[src/rtl/addsub_pipe_if.sv]
// addsub_pipe_if: operand/result handshake bundle for addsub_pipe.
//   master: issues operations (in_valid, a, b, op) and consumes results (out_ready).
//   slave : the arithmetic unit; returns in_ready, out_valid, sum and status flags.
interface addsub_pipe_if #(
  parameter int unsigned WIDTH = 16
);
  logic             in_valid;
  logic             in_ready;
  logic [WIDTH-1:0] a;
  logic [WIDTH-1:0] b;
  logic [1:0]       op;
  logic             out_valid;
  logic             out_ready;
  logic [WIDTH-1:0] sum;
  logic             ovfl;
  logic             cout;
  logic             zero;
  logic             neg;

  modport master (
    output in_valid, a, b, op, out_ready,
    input  in_ready, out_valid, sum, ovfl, cout, zero, neg
  );

  modport slave (
    input  in_valid, a, b, op, out_ready,
    output in_ready, out_valid, sum, ovfl, cout, zero, neg
  );
endinterface

[src/rtl/addsub_pipe.sv]
// addsub_pipe: pipelined two's-complement add/subtract with optional saturation.
//   clk   : rising-edge clock
//   rst_n : asynchronous active-low reset
//   flush : synchronous drop of every in-flight operation (overrides stall and acceptance)
//   bus   : addsub_pipe_if.slave -- in_valid/in_ready/a/b/op in,
//           out_valid/out_ready/sum/ovfl/cout/zero/neg out
// The carry chain is cut into SEG-bit segments; segment k is resolved and registered in
// stage k. A final output register applies saturation and derives the flags, so an
// operation accepted at edge t is presented after edge t+N (N = WIDTH/SEG).
module addsub_pipe #(
  parameter int unsigned WIDTH = 16,
  parameter int unsigned SEG   = 4
) (
  input logic          clk,
  input logic          rst_n,
  input logic          flush,
  addsub_pipe_if.slave bus
);
  localparam int unsigned N = WIDTH / SEG;

  // Element k is the input of stage k; element N is the output of the last stage.
  logic [N:0][WIDTH-1:0] st_a;
  logic [N:0][WIDTH-1:0] st_bn;
  logic [N:0][WIDTH-1:0] st_sum;
  logic [N:0][1:0]       st_op;
  logic [N:0]            st_c;
  logic [N:0]            st_v;

  logic             out_valid_q;
  logic [WIDTH-1:0] res_sum_q;
  logic             res_ovfl_q;
  logic             res_cout_q;
  logic             res_zero_q;
  logic             res_neg_q;

  logic stall;

  // Back-pressure freezes the whole pipeline; bubbles are not squeezed out.
  assign stall        = out_valid_q && !bus.out_ready;
  assign bus.in_ready = !stall;

  // Subtraction enters as a + ~b + 1.
  assign st_a[0]   = bus.a;
  assign st_bn[0]  = bus.op[0] ? ~bus.b : bus.b;
  assign st_sum[0] = '0;
  assign st_op[0]  = bus.op;
  assign st_c[0]   = bus.op[0];
  assign st_v[0]   = bus.in_valid && !stall;

  for (genvar k = 0; k < N; k++) begin : g_stage
    logic [SEG:0]     part;
    logic [WIDTH-1:0] nsum;
    logic [WIDTH-1:0] a_q;
    logic [WIDTH-1:0] bn_q;
    logic [WIDTH-1:0] sum_q;
    logic [1:0]       op_q;
    logic             c_q;
    logic             v_q;

    assign part = {1'b0, st_a[k][k*SEG +: SEG]} + {1'b0, st_bn[k][k*SEG +: SEG]} +
                  {{SEG{1'b0}}, st_c[k]};

    always_comb begin
      nsum = st_sum[k];
      nsum[k*SEG +: SEG] = part[SEG-1:0];
    end

    always_ff @(posedge clk or negedge rst_n) begin
      if (!rst_n) begin
        v_q   <= 1'b0;
        a_q   <= '0;
        bn_q  <= '0;
        sum_q <= '0;
        op_q  <= '0;
        c_q   <= 1'b0;
      end else begin
        if (flush) begin
          v_q <= 1'b0;
        end else if (!stall) begin
          v_q <= st_v[k];
        end
        if (!stall) begin
          a_q   <= st_a[k];
          bn_q  <= st_bn[k];
          sum_q <= nsum;
          op_q  <= st_op[k];
          c_q   <= part[SEG];
        end
      end
    end

    assign st_a[k+1]   = a_q;
    assign st_bn[k+1]  = bn_q;
    assign st_sum[k+1] = sum_q;
    assign st_op[k+1]  = op_q;
    assign st_c[k+1]   = c_q;
    assign st_v[k+1]   = v_q;
  end

  logic             a_msb;
  logic             b_msb;
  logic             raw_ovfl;
  logic [WIDTH-1:0] sat_val;
  logic [WIDTH-1:0] fin_sum;

  assign a_msb    = st_a[N][WIDTH-1];
  assign b_msb    = st_bn[N][WIDTH-1];
  // Operands of equal sign producing a result of the other sign.
  assign raw_ovfl = (a_msb == b_msb) && (st_sum[N][WIDTH-1] != a_msb);
  // On overflow the true result has the sign of a, so clamp toward that end.
  assign sat_val  = a_msb ? {1'b1, {(WIDTH-1){1'b0}}} : {1'b0, {(WIDTH-1){1'b1}}};
  assign fin_sum  = (st_op[N][1] && raw_ovfl) ? sat_val : st_sum[N];

  always_ff @(posedge clk or negedge rst_n) begin
    if (!rst_n) begin
      out_valid_q <= 1'b0;
      res_sum_q   <= '0;
      res_ovfl_q  <= 1'b0;
      res_cout_q  <= 1'b0;
      res_zero_q  <= 1'b0;
      res_neg_q   <= 1'b0;
    end else begin
      if (flush) begin
        out_valid_q <= 1'b0;
      end else if (!stall) begin
        out_valid_q <= st_v[N];
      end
      // Result registers change only when a real operation lands.
      if (!stall && st_v[N] && !flush) begin
        res_sum_q  <= fin_sum;
        res_ovfl_q <= raw_ovfl;
        res_cout_q <= st_c[N];
        res_zero_q <= (fin_sum == '0);
        res_neg_q  <= fin_sum[WIDTH-1];
      end
    end
  end

  assign bus.out_valid = out_valid_q;
  assign bus.sum       = res_sum_q;
  assign bus.ovfl      = res_ovfl_q;
  assign bus.cout      = res_cout_q;
  assign bus.zero      = res_zero_q;
  assign bus.neg       = res_neg_q;

  // Only the MSBs and op[1] matter once the last segment is resolved.
  logic unused_final;
  assign unused_final = ^{st_a[N][WIDTH-2:0], st_bn[N][WIDTH-2:0], st_op[N][0]};
endmodule

[src/flat_wrapper.sv]
// flat-port wrapper written by rule: the top's interface ports become plain ports
module addsub_pipe_flat 
#(
  parameter int unsigned WIDTH = 16,
  parameter int unsigned SEG   = 4
)
  (clk, rst_n, flush, bus_in_valid, bus_a, bus_b, bus_op, bus_out_ready, bus_in_ready, bus_out_valid, bus_sum, bus_ovfl, bus_cout, bus_zero, bus_neg);
  addsub_pipe_if #(.WIDTH(WIDTH)) bus_i ();
  input logic clk;
  input logic rst_n;
  input logic flush;
  input wire logic [$bits(bus_i.in_valid)-1:0] bus_in_valid;
  input wire logic [$bits(bus_i.a)-1:0] bus_a;
  input wire logic [$bits(bus_i.b)-1:0] bus_b;
  input wire logic [$bits(bus_i.op)-1:0] bus_op;
  input wire logic [$bits(bus_i.out_ready)-1:0] bus_out_ready;
  output wire logic [$bits(bus_i.in_ready)-1:0] bus_in_ready;
  output wire logic [$bits(bus_i.out_valid)-1:0] bus_out_valid;
  output wire logic [$bits(bus_i.sum)-1:0] bus_sum;
  output wire logic [$bits(bus_i.ovfl)-1:0] bus_ovfl;
  output wire logic [$bits(bus_i.cout)-1:0] bus_cout;
  output wire logic [$bits(bus_i.zero)-1:0] bus_zero;
  output wire logic [$bits(bus_i.neg)-1:0] bus_neg;
  assign bus_i.in_valid = bus_in_valid;
  assign bus_i.a = bus_a;
  assign bus_i.b = bus_b;
  assign bus_i.op = bus_op;
  assign bus_i.out_ready = bus_out_ready;
  assign bus_in_ready = bus_i.in_ready;
  assign bus_out_valid = bus_i.out_valid;
  assign bus_sum = bus_i.sum;
  assign bus_ovfl = bus_i.ovfl;
  assign bus_cout = bus_i.cout;
  assign bus_zero = bus_i.zero;
  assign bus_neg = bus_i.neg;
  addsub_pipe #(.WIDTH(WIDTH), .SEG(SEG)) u_core (.clk(clk), .rst_n(rst_n), .flush(flush), .bus(bus_i));
endmodule
[config.mk]
export PLATFORM = sky130hd
export DESIGN_NAME = addsub_pipe_flat
export DESIGN_NICKNAME = d
export VERILOG_FILES = /design/src/rtl/addsub_pipe_if.sv /design/src/rtl/addsub_pipe.sv /design/src/flat_wrapper.sv
export SDC_FILE = /design/constraint.sdc
export NUM_CORES = 1
export LEC_CHECK = 0
export CAP_MARGIN = 20
export CORE_ASPECT_RATIO = 0.7
export CORE_MARGIN = 2
export CORE_UTILIZATION = 40
export DETAILED_ROUTE_END_ITERATION = 10
export PLACE_DENSITY = 0.61
export SYNTH_ARGS = -nofsm -noshare
export SYNTH_HDL_FRONTEND = slang
export SYNTH_SLANG_ARGS = --single-unit
[constraint.sdc]
create_clock -name clk -period 2.4 [get_ports clk]
set_input_delay 0.48 -clock clk [delete_from_list [all_inputs] [get_ports clk]]
set_output_delay 0.48 -clock clk [all_outputs]
set_load 0.01 [all_outputs]
==> run metrics, run 1 <==
status=finished clean; Worst slew margin=approximately 51%; CTS sink cnt=~120; Synthesized Nets=642; Fin. Hold Viols=0; WS Path Type=in -> out; Critical Path Start Type=input pin; Critical Path Fanout Max=3; ANT nets after route=0; CTS buffer count=17; design area=between 6000 and 7000 um2; Post-CTS Setup Bufs=0; Via Count=around 4k; Residual DRC=0; Fin Hold WS=about 0.15 ns; # IOs=61; Die W=143 um; final non-filler cell total=between 800 and 900; Post-synth EDFFs=0; Synth cell types=~40; clock tree buffer depth=2; # setup viols final=0; RSZ-0062 raised after global routing=no; minimum clock period=around 2.2 ns; Clk Tree Root Cell=clkbuf_16; worst-margin pin slew=0.730 ns; fraction of registers with async set/reset=100%; total negative setup slack=0 ns; most frequent cells in the layout=248 x nand2_1, 122 x dfrtp_1, 59 x clkdlybuf4s50_1, 41 x o21ai_0, 32 x a21oi_1; Post-CTS Resized=0; Clock Skew=about 0.0085 ns; cts-stage hold buffer count=0; Area Growth Syn to Fin=23.5%; Max Clk Rate=~450 MHz; final setup margin=0.198 ns; Synth warnings=0; routed vias/inst=4.70; Die ar.=approximately 15,000 um2; CTS tree=yes; Ant. Diodes=0; post-synthesis register bit count=122; Reg2Reg Depth=5; Pwr Total=approximately 5.9 mW; largest net degree at the start of global routing=between 100 and 150; Worst VDD drop=about 0.56 mV; Synth Cell Area=5430 um2; Synth Flop Type=dfrtp_1; power density cells=880 nW/um2; WL/cell=roughly 13 um; die height=between 100 and 150 um; Total Nets Final=around 700; Final Core Density=between 50% and 60%; commonest non-fill, non-tap cell in the layout=nand2_1; DP Area=6200 um2; Crit path required time=approximately 1.9 ns; vias in the first global route=a little under 4k; final worst path period share=about 90%; dpl hpwl=6910 um; Iteration-0 DRC Markers=approximately 220; register area share after synthesis=a little under three fifths; arrival time at the worst endpoint=1.72 ns; depth of the CTS H-tree=4; FP Rows=35; Hold Path Class=in -> async; Leak=3.14 nW; Core Region=between 10,000 and 15,000 um2; share of layout cells above drive strength 1=under 10%; pre-CTS WS=0.0478 ns; final WL=roughly 10,000 um; Worst Setup End Kind=primary output; Syn Area/Cell=about 9.3 um2; total grt overflow=0; Post-Syn Instances=584; IO buf count=60; antenna violations before repair=0; Slew Viols, Final=0; gr usage total=16.0%; total of max-cap violations=0; Post-Place Cells=805; Routability Congestion=0.732; Clock Pin Slew Worst Setup and Hold Paths=0.05 ns; Initial Util=41.1%; Clk Latency, worst-skew pair=around 0.4 ns; DR pass1 iterations=4; first-pass GRT wire length=around 18,000 um
[worst max-delay path: stages]
cell	delay, ns
clkdlybuf4s50_1	0.50
nor2b_4	0.06
inv_2	0.11
clkdlybuf4s50_1	0.56
[cells in the mapped netlist, drive strengths merged (7+ instances only)]
library cell | n | area [um2]
o21ai | 45 | 229
nand2 | 248 | 931
xnor2 | 15 | 131
xor2 | 7 | 61.3
a21oi | 32 | 160
dfrtp | 122 | 3050
ha | 12 | 150
fa | 7 | 140
buf | 17 | 101
clkbuf | 16 | 60.1
inv | 12 | 45.0
nor2 | 14 | 52.6
[metal layers]
layer	share of wire (%)	GRT usage (%)
met5	0	0
met4	0.79	6.18
met3	3.6	4.07
met2	44	23.9
met1	52	22.7
[flip-flops by register name (all words and copies together), names as in the netlist]
name                  count
u_core.bus.zero           1
u_core.g_stage.op_q       4
u_core.g_stage.c_q        4
u_core.g_stage.sum_q     40
u_core.bus.out_valid      1
u_core.bus.cout           1
u_core.bus.sum           16
u_core.g_stage.bn_q      25
u_core.bus.ovfl           1
u_core.g_stage.v_q        4
u_core.g_stage.a_q       25
[final timing paths]
check                                           start                          to  slack, ns
max reg2reg                     u_core.g_stage[1].c_q       u_core.g_stage[2].c_q       0.51
max                                     bus_out_ready                bus_in_ready       0.20
max in group asynchronous                       rst_n  u_core.g_stage[2].bn_q[13]       1.74
min reg2reg                u_core.g_stage[1].bn_q[12]  u_core.g_stage[1].bn_q[12]       0.46
min                                             rst_n  u_core.g_stage[1].sum_q[2]       0.15
min in group clk           u_core.g_stage[1].bn_q[12]  u_core.g_stage[1].bn_q[12]       0.46
[layout make-up]
cell class / instances / area, um2
clock buffer: 24 / 482
clock inverter: 4 / 20.0
fill: 1254 / 6520
inverter: 12 / 45.0
multi-input combinational: 417 / 2170
sequential: 122 / 3050
tap: 185 / 231
timing repair buffer: 69 / 703
[report_power, final]
group          switching [mW]  total, mW  internal (mW)
combinational           0.474       1.00          0.525
sequential              0.282       2.72           2.44
clock                   0.810       2.18           1.37
total                    1.57       5.90           4.33
[kinds of logic after synthesis]
| logic type | count (synthesis) | share of synthesized area, % |
|---|---|---|
| and+or+nand+nor | 281 | 20.7 |
| DFF | 122 | 56.2 |
| AOI/OAI and AO/OA | 92 | 9.66 |
| buffers and inverters | 45 | 3.80 |
| xor gates and xnor gates | 22 | 3.55 |
| adders and majority gates | 19 | 5.35 |
| muxes | 3 | 0.761 |
(Power assumes the default switching activity.)
==> run 2: changes to the inputs <==
Settings changed: CTS_CLUSTER_SIZE set to 24.
==> results of run 2 <==
Final layout, timing and power as in run 1 (identical DEF).
==> RTL change 1 (config.mk and constraints of run 2) <==
`WIDTH` is set to 16 in 3 places; all go to 32.
--- a/src/rtl/addsub_pipe_if.sv
+++ b/src/rtl/addsub_pipe_if.sv
@@ -3,5 +3,5 @@
 //   slave : the arithmetic unit; returns in_ready, out_valid, sum and status flags.
 interface addsub_pipe_if #(
-  parameter int unsigned WIDTH = 16
+  parameter int unsigned WIDTH = 32
 );
   logic             in_valid;
--- a/src/rtl/addsub_pipe.sv
+++ b/src/rtl/addsub_pipe.sv
@@ -9,5 +9,5 @@
 // operation accepted at edge t is presented after edge t+N (N = WIDTH/SEG).
 module addsub_pipe #(
-  parameter int unsigned WIDTH = 16,
+  parameter int unsigned WIDTH = 32,
   parameter int unsigned SEG   = 4
 ) (
--- a/src/flat_wrapper.sv
+++ b/src/flat_wrapper.sv
@@ -2,5 +2,5 @@
 module addsub_pipe_flat 
 #(
-  parameter int unsigned WIDTH = 16,
+  parameter int unsigned WIDTH = 32,
   parameter int unsigned SEG   = 4
 )
Interface: changed (resized bus_a, bus_b and bus_sum); port bits go from 61 to 109. No check against the original RTL was run, so the function may have changed too.
==> RTL change 1 against run 2 <==
Register-to-register slack improved by 90 ps; clock power rose to 3.3 times the old value; sequential share of layout area is 5.9 points higher; total power grew to 3.0 times the old value; worst setup slack got worse by 80 ps; sequential cell count grew 308; final area increased to 3.1 times the old value; area after synthesis increased to 3.2 times the old value; wire length grew to 3.2 times the old value; clock skew up 12 ps; critical endpoint unchanged.
==> RTL change 1: results (changes against run 2) <==
metric	value	unit	change
synth-adder-area-share	3.426	%	-1.9 points
synth_cell_types	39		-4.9%
drive_above_1_share	5.439	%	-1.2 points
grt_max_degree	110		-11%
portBuffers	108		+80%
leakagePower	0.01031	uW	+230%
dpl_cell_area	19370	um^2	+210%
status	complete, no violations		
critPathArrivalTime	1800	ps	+80 ps
h-tree-depth	2		-2
track_usage	15.53	%	-0.47 points
synth-main-ff-cell	dfrtp_1		
largest_registers	u_core.g_stage.sum_q x144, u_core.g_stage.a_q x113, u_core.g_stage.bn_q x113		
dp_hpwl	21800	um	+220%
dpl_worst_slack	50.96	ps	+3.162 ps
clockBufferDepth	3		+1
reg2reg_slack	600	ps	+90 ps
synth_mux_area_share	0.1499	%	-0.61 points
seq_area_frac_synth	61.38	%	+5.1 points
fillCellCount	4137		+230%
yosys_warnings	0		unchanged
routed_wl	33790	um	+220%
antenna_found_initial	0		unchanged
insertion_delay	540	ps	+140 ps
root_buffer	clkbuf_16		
syn_inst	1922		+230%
power_density	858.4	nW/um^2	-2.5%
via_per_inst	4.575		-2.7%
timing.hold.ws	463.7	ps	+312.3 ps
grt_first_pass_wirelength	58820	um	+220%
dp_cells	2555		+220%
synth-xor-area-share	2.198	%	-1.4 points
cpMaxStageDelayCell	clkdlybuf4s50_1		
nets	2117		+200%
synth_common_cells	nand2_1 (1,023), dfrtp_1 (430), a21oi_1 (70)		
syn_nets	2032		+220%
clock.fmax	438.3	MHz	-3.5%
relSlewSlack	54.42	%	+3.3 points
cts_made_buffers	43		+26
grt_pass1_vias	11922		+210%
holdBufCountCts	1		+1
vdd_drop_max	0.0004926	V	-12%
wl_per_cell	12.82	um	+2.6%
hp-class	reg -> reg		
crit_fanout	2		-1
drt-initial-drc-count	791		+270%
skew	20.34	ps	+11.84 ps
clk_pin_slew	60	ps	
[RTL change 1: cell types whose count changed in the layout (fill, tap and decap cells not counted), sizes merged, moves of 8 or more]
cell           delta
dfrtp           +308
xnor2            +15
clkdlybuf4s50    +47
nor2             +52
fa                +8
ha               +12
o21ai            +17
buf              +26
clkbuf           +42
a21oi            +38
nand2           +775
inv              +19
[RTL change 1: cell type report]
type                            count  area share (%)
Sequential cell                   430           51.48
Timing Repair Buffer              143           7.579
Clock inverter                     13           1.197
Clock buffer                       66           6.100
Multi-Input combinational cell   1358           29.49
Inverter                           31          0.5926
Tap cell                          594           3.556
[RTL change 1: power breakdown]
| group | leakage (uW) | switching, uW | internal (uW) |
|---|---|---|---|
| combinational | 0.00447 | 986 | 835 |
| clock | 0.000740 | 2720 | 4420 |
| sequential | 0.00510 | 669 | 8310 |
| total | 0.0103 | 4380 | 13600 |
[RTL change 1: metal layers]
metal | vias to the layer above | GRT usage (%) | wire, um
met4 | 0 | 3.799 | 588
li1 | 6126 | - | -
met3 | 49 | 2.773 | 1220
met2 | 142 | 22.72 | 14260
met5 | - | 0 | 0
met1 | 5739 | 23.81 | 17720
[RTL change 1: worst paths after layout]
kind | cells past startpoint | from | end
hold reg to reg | 2 | u_core.g_stage[3].a_q[26] | u_core.g_stage[3].a_q[26]
min in group asynchronous | 2 | rst_n | u_core.g_stage[6].sum_q[10]
setup reg to reg | 5 | u_core.g_stage[1].c_q | u_core.g_stage[2].c_q
max in group asynchronous | 3 | rst_n | u_core.g_stage[2].a_q[30]
setup / recovery | 3 | u_core.bus.out_valid | bus_in_ready
hold / removal | 2 | u_core.g_stage[3].a_q[26] | u_core.g_stage[3].a_q[26]
==> RTL change 2 (config.mk and constraints of run 2) <==
Without the edit above. Make the reset (`rst_n`) synchronous in 2 clocked blocks. Comments in the files are not updated.
--- a/src/rtl/addsub_pipe.sv
+++ b/src/rtl/addsub_pipe.sv
@@ -66,5 +66,5 @@
     end
 
-    always_ff @(posedge clk or negedge rst_n) begin
+    always_ff @(posedge clk) begin
       if (!rst_n) begin
         v_q   <= 1'b0;
@@ -112,5 +112,5 @@
   assign fin_sum  = (st_op[N][1] && raw_ovfl) ? sat_val : st_sum[N];
 
-  always_ff @(posedge clk or negedge rst_n) begin
+  always_ff @(posedge clk) begin
     if (!rst_n) begin
       out_valid_q <= 1'b0;
Check against the original RTL: differs if rst_n is asserted again (counterexample within 10 cycles, from zero or initial values and one cycle with rst_n low); with rst_n held inactive, the same outputs for 10 cycles.
==> RTL change 2 against run 2 <==
Global-route usage grew 0.26 points; final area decreased by 0.62%; critical path type unchanged; utilization rose by 0.54 points; wire length increased by 5.4%; critical path depth is the same; sequential cell count stayed put; via count rose by 5.4%; synthesized cell count up 3.6%; worst setup slack better by 2.0 ps; fmax barely moved; area after synthesis is 2.9% lower.
Power is not compared: it rests on default switching activity, and its combinational part moved more than twofold at a synthesized area within 25%.
==> RTL change 2: results (changes against run 2) <==
metric	value	unit	change
status	complete, no violations		
instances_no_fill	826		-0.84%
diodes	0		unchanged
synth-main-ff-cell	dfxtp_1		
portBuffers	60		unchanged
routed_wl	10970	um	+5.4%
grt_first_pass_wirelength	18450	um	+0.83%
gp_congestion	0.7808		+6.7%
dpl_worst_slack	100.7	ps	+52.90 ps
dpl_cell_area	5977	um^2	-3.6%
synth_top_cells_by_area	dfxtp_1 (46%), nand2_1 (13%), a21boi_0 (11%)		
drt-initial-drc-count	321		+49%
seq_area_frac_synth	46.32	%	-9.9 points
leakagePower	0.002628	uW	
relSlewSlack	64.84	%	+14 points
fillCellCount	1201		-4.2%
skew	7.768	ps	-0.7318 ps
dp_cells	794		-1.4%
synth_common_cells	nand2_1 (183), dfxtp_1 (122), a21boi_0 (76)		
track_usage	16.26	%	+0.26 points
crit_fanout	4		+1
dp_hpwl	7053	um	+2.1%
drive_above_1_share	6.667	%	+0.031 points
vias	4129		+5.4%
async_reset_ff_share	0	%	-100 points
cts_resized	0		unchanged
syn_nets	663		+3.3%
grt_pass1_vias	3977		+2.8%
syn_avg_cell_area	8.715	um^2	-6.3%
grt_max_degree	127		+3.3%
largest_reg_flops	40		unchanged
nets	705		+1.1%
root_buffer	clkbuf_16		
yosysTopAreaCellShare	46.32	%	-9.9 points
## RTL change 2: kinds of logic (layout without fill, tap and decap cells)
family | count (synthesis) | after routing | share of synthesized area, %
DFF | 122 | 122 | 46.32
and+or+nand+nor | 226 | 226 | 17.89
adders and majority gates | 19 | 19 | 5.505
buffers and inverters | 62 | 117 | 5.031
muxes | 1 | 1 | 0.2136
AOI/OAI and AO/OA | 157 | 157 | 22.05
xor gates and xnor gates | 18 | 18 | 2.990
## RTL change 2: cell type report
type	count	area [um^2]	area share, %
Clock buffer	21	470.5	7.061
Clock inverter	11	215.2	3.230
Inverter	18	68.82	1.033
Multi-Input combinational cell	421	2572	38.61
Sequential cell	122	2442	36.66
Tap cell	166	207.7	3.117
Timing Repair Buffer	67	685.7	10.29
## RTL change 2: metal layers
layer  share of wire (%)  vias up  GRT usage [%]
met5                   0        -              0
met4                0.82        0          4.385
met3                 3.9       11          4.771
met2                  44       67          25.95
met1                  51     1946          21.70
li1                    -     2105              -
## RTL change 2: power by group through the flow
stage	sequential (uW)	clock (uW)	combinational [uW]
after floorplan	2210	0	240
after global placement	2230	0	351
after detailed placement	2230	0	358
after CTS	2190	2970	363
after global routing	2200	3050	408
final	2190	2910	357
## RTL change 2: worst paths after layout
check,slack (ps),end,cells past startpoint,from
worst max-delay path,200,bus_in_ready,4,bus_out_ready
worst min register to register,450,u_core.bus.sum[4],2,u_core.bus.sum[4]
worst max register to register,580,u_core.g_stage[1].sum_q[6],7,u_core.g_stage[0].c_q
worst min-delay path,450,u_core.bus.sum[4],2,u_core.bus.sum[4]
## RTL change 2: worst max-delay path, stage by stage
cell	delay [ps]
clkdlybuf4s50_1	450
nor2b_4	150
clkinv_2	140
clkdlybuf4s50_1	510
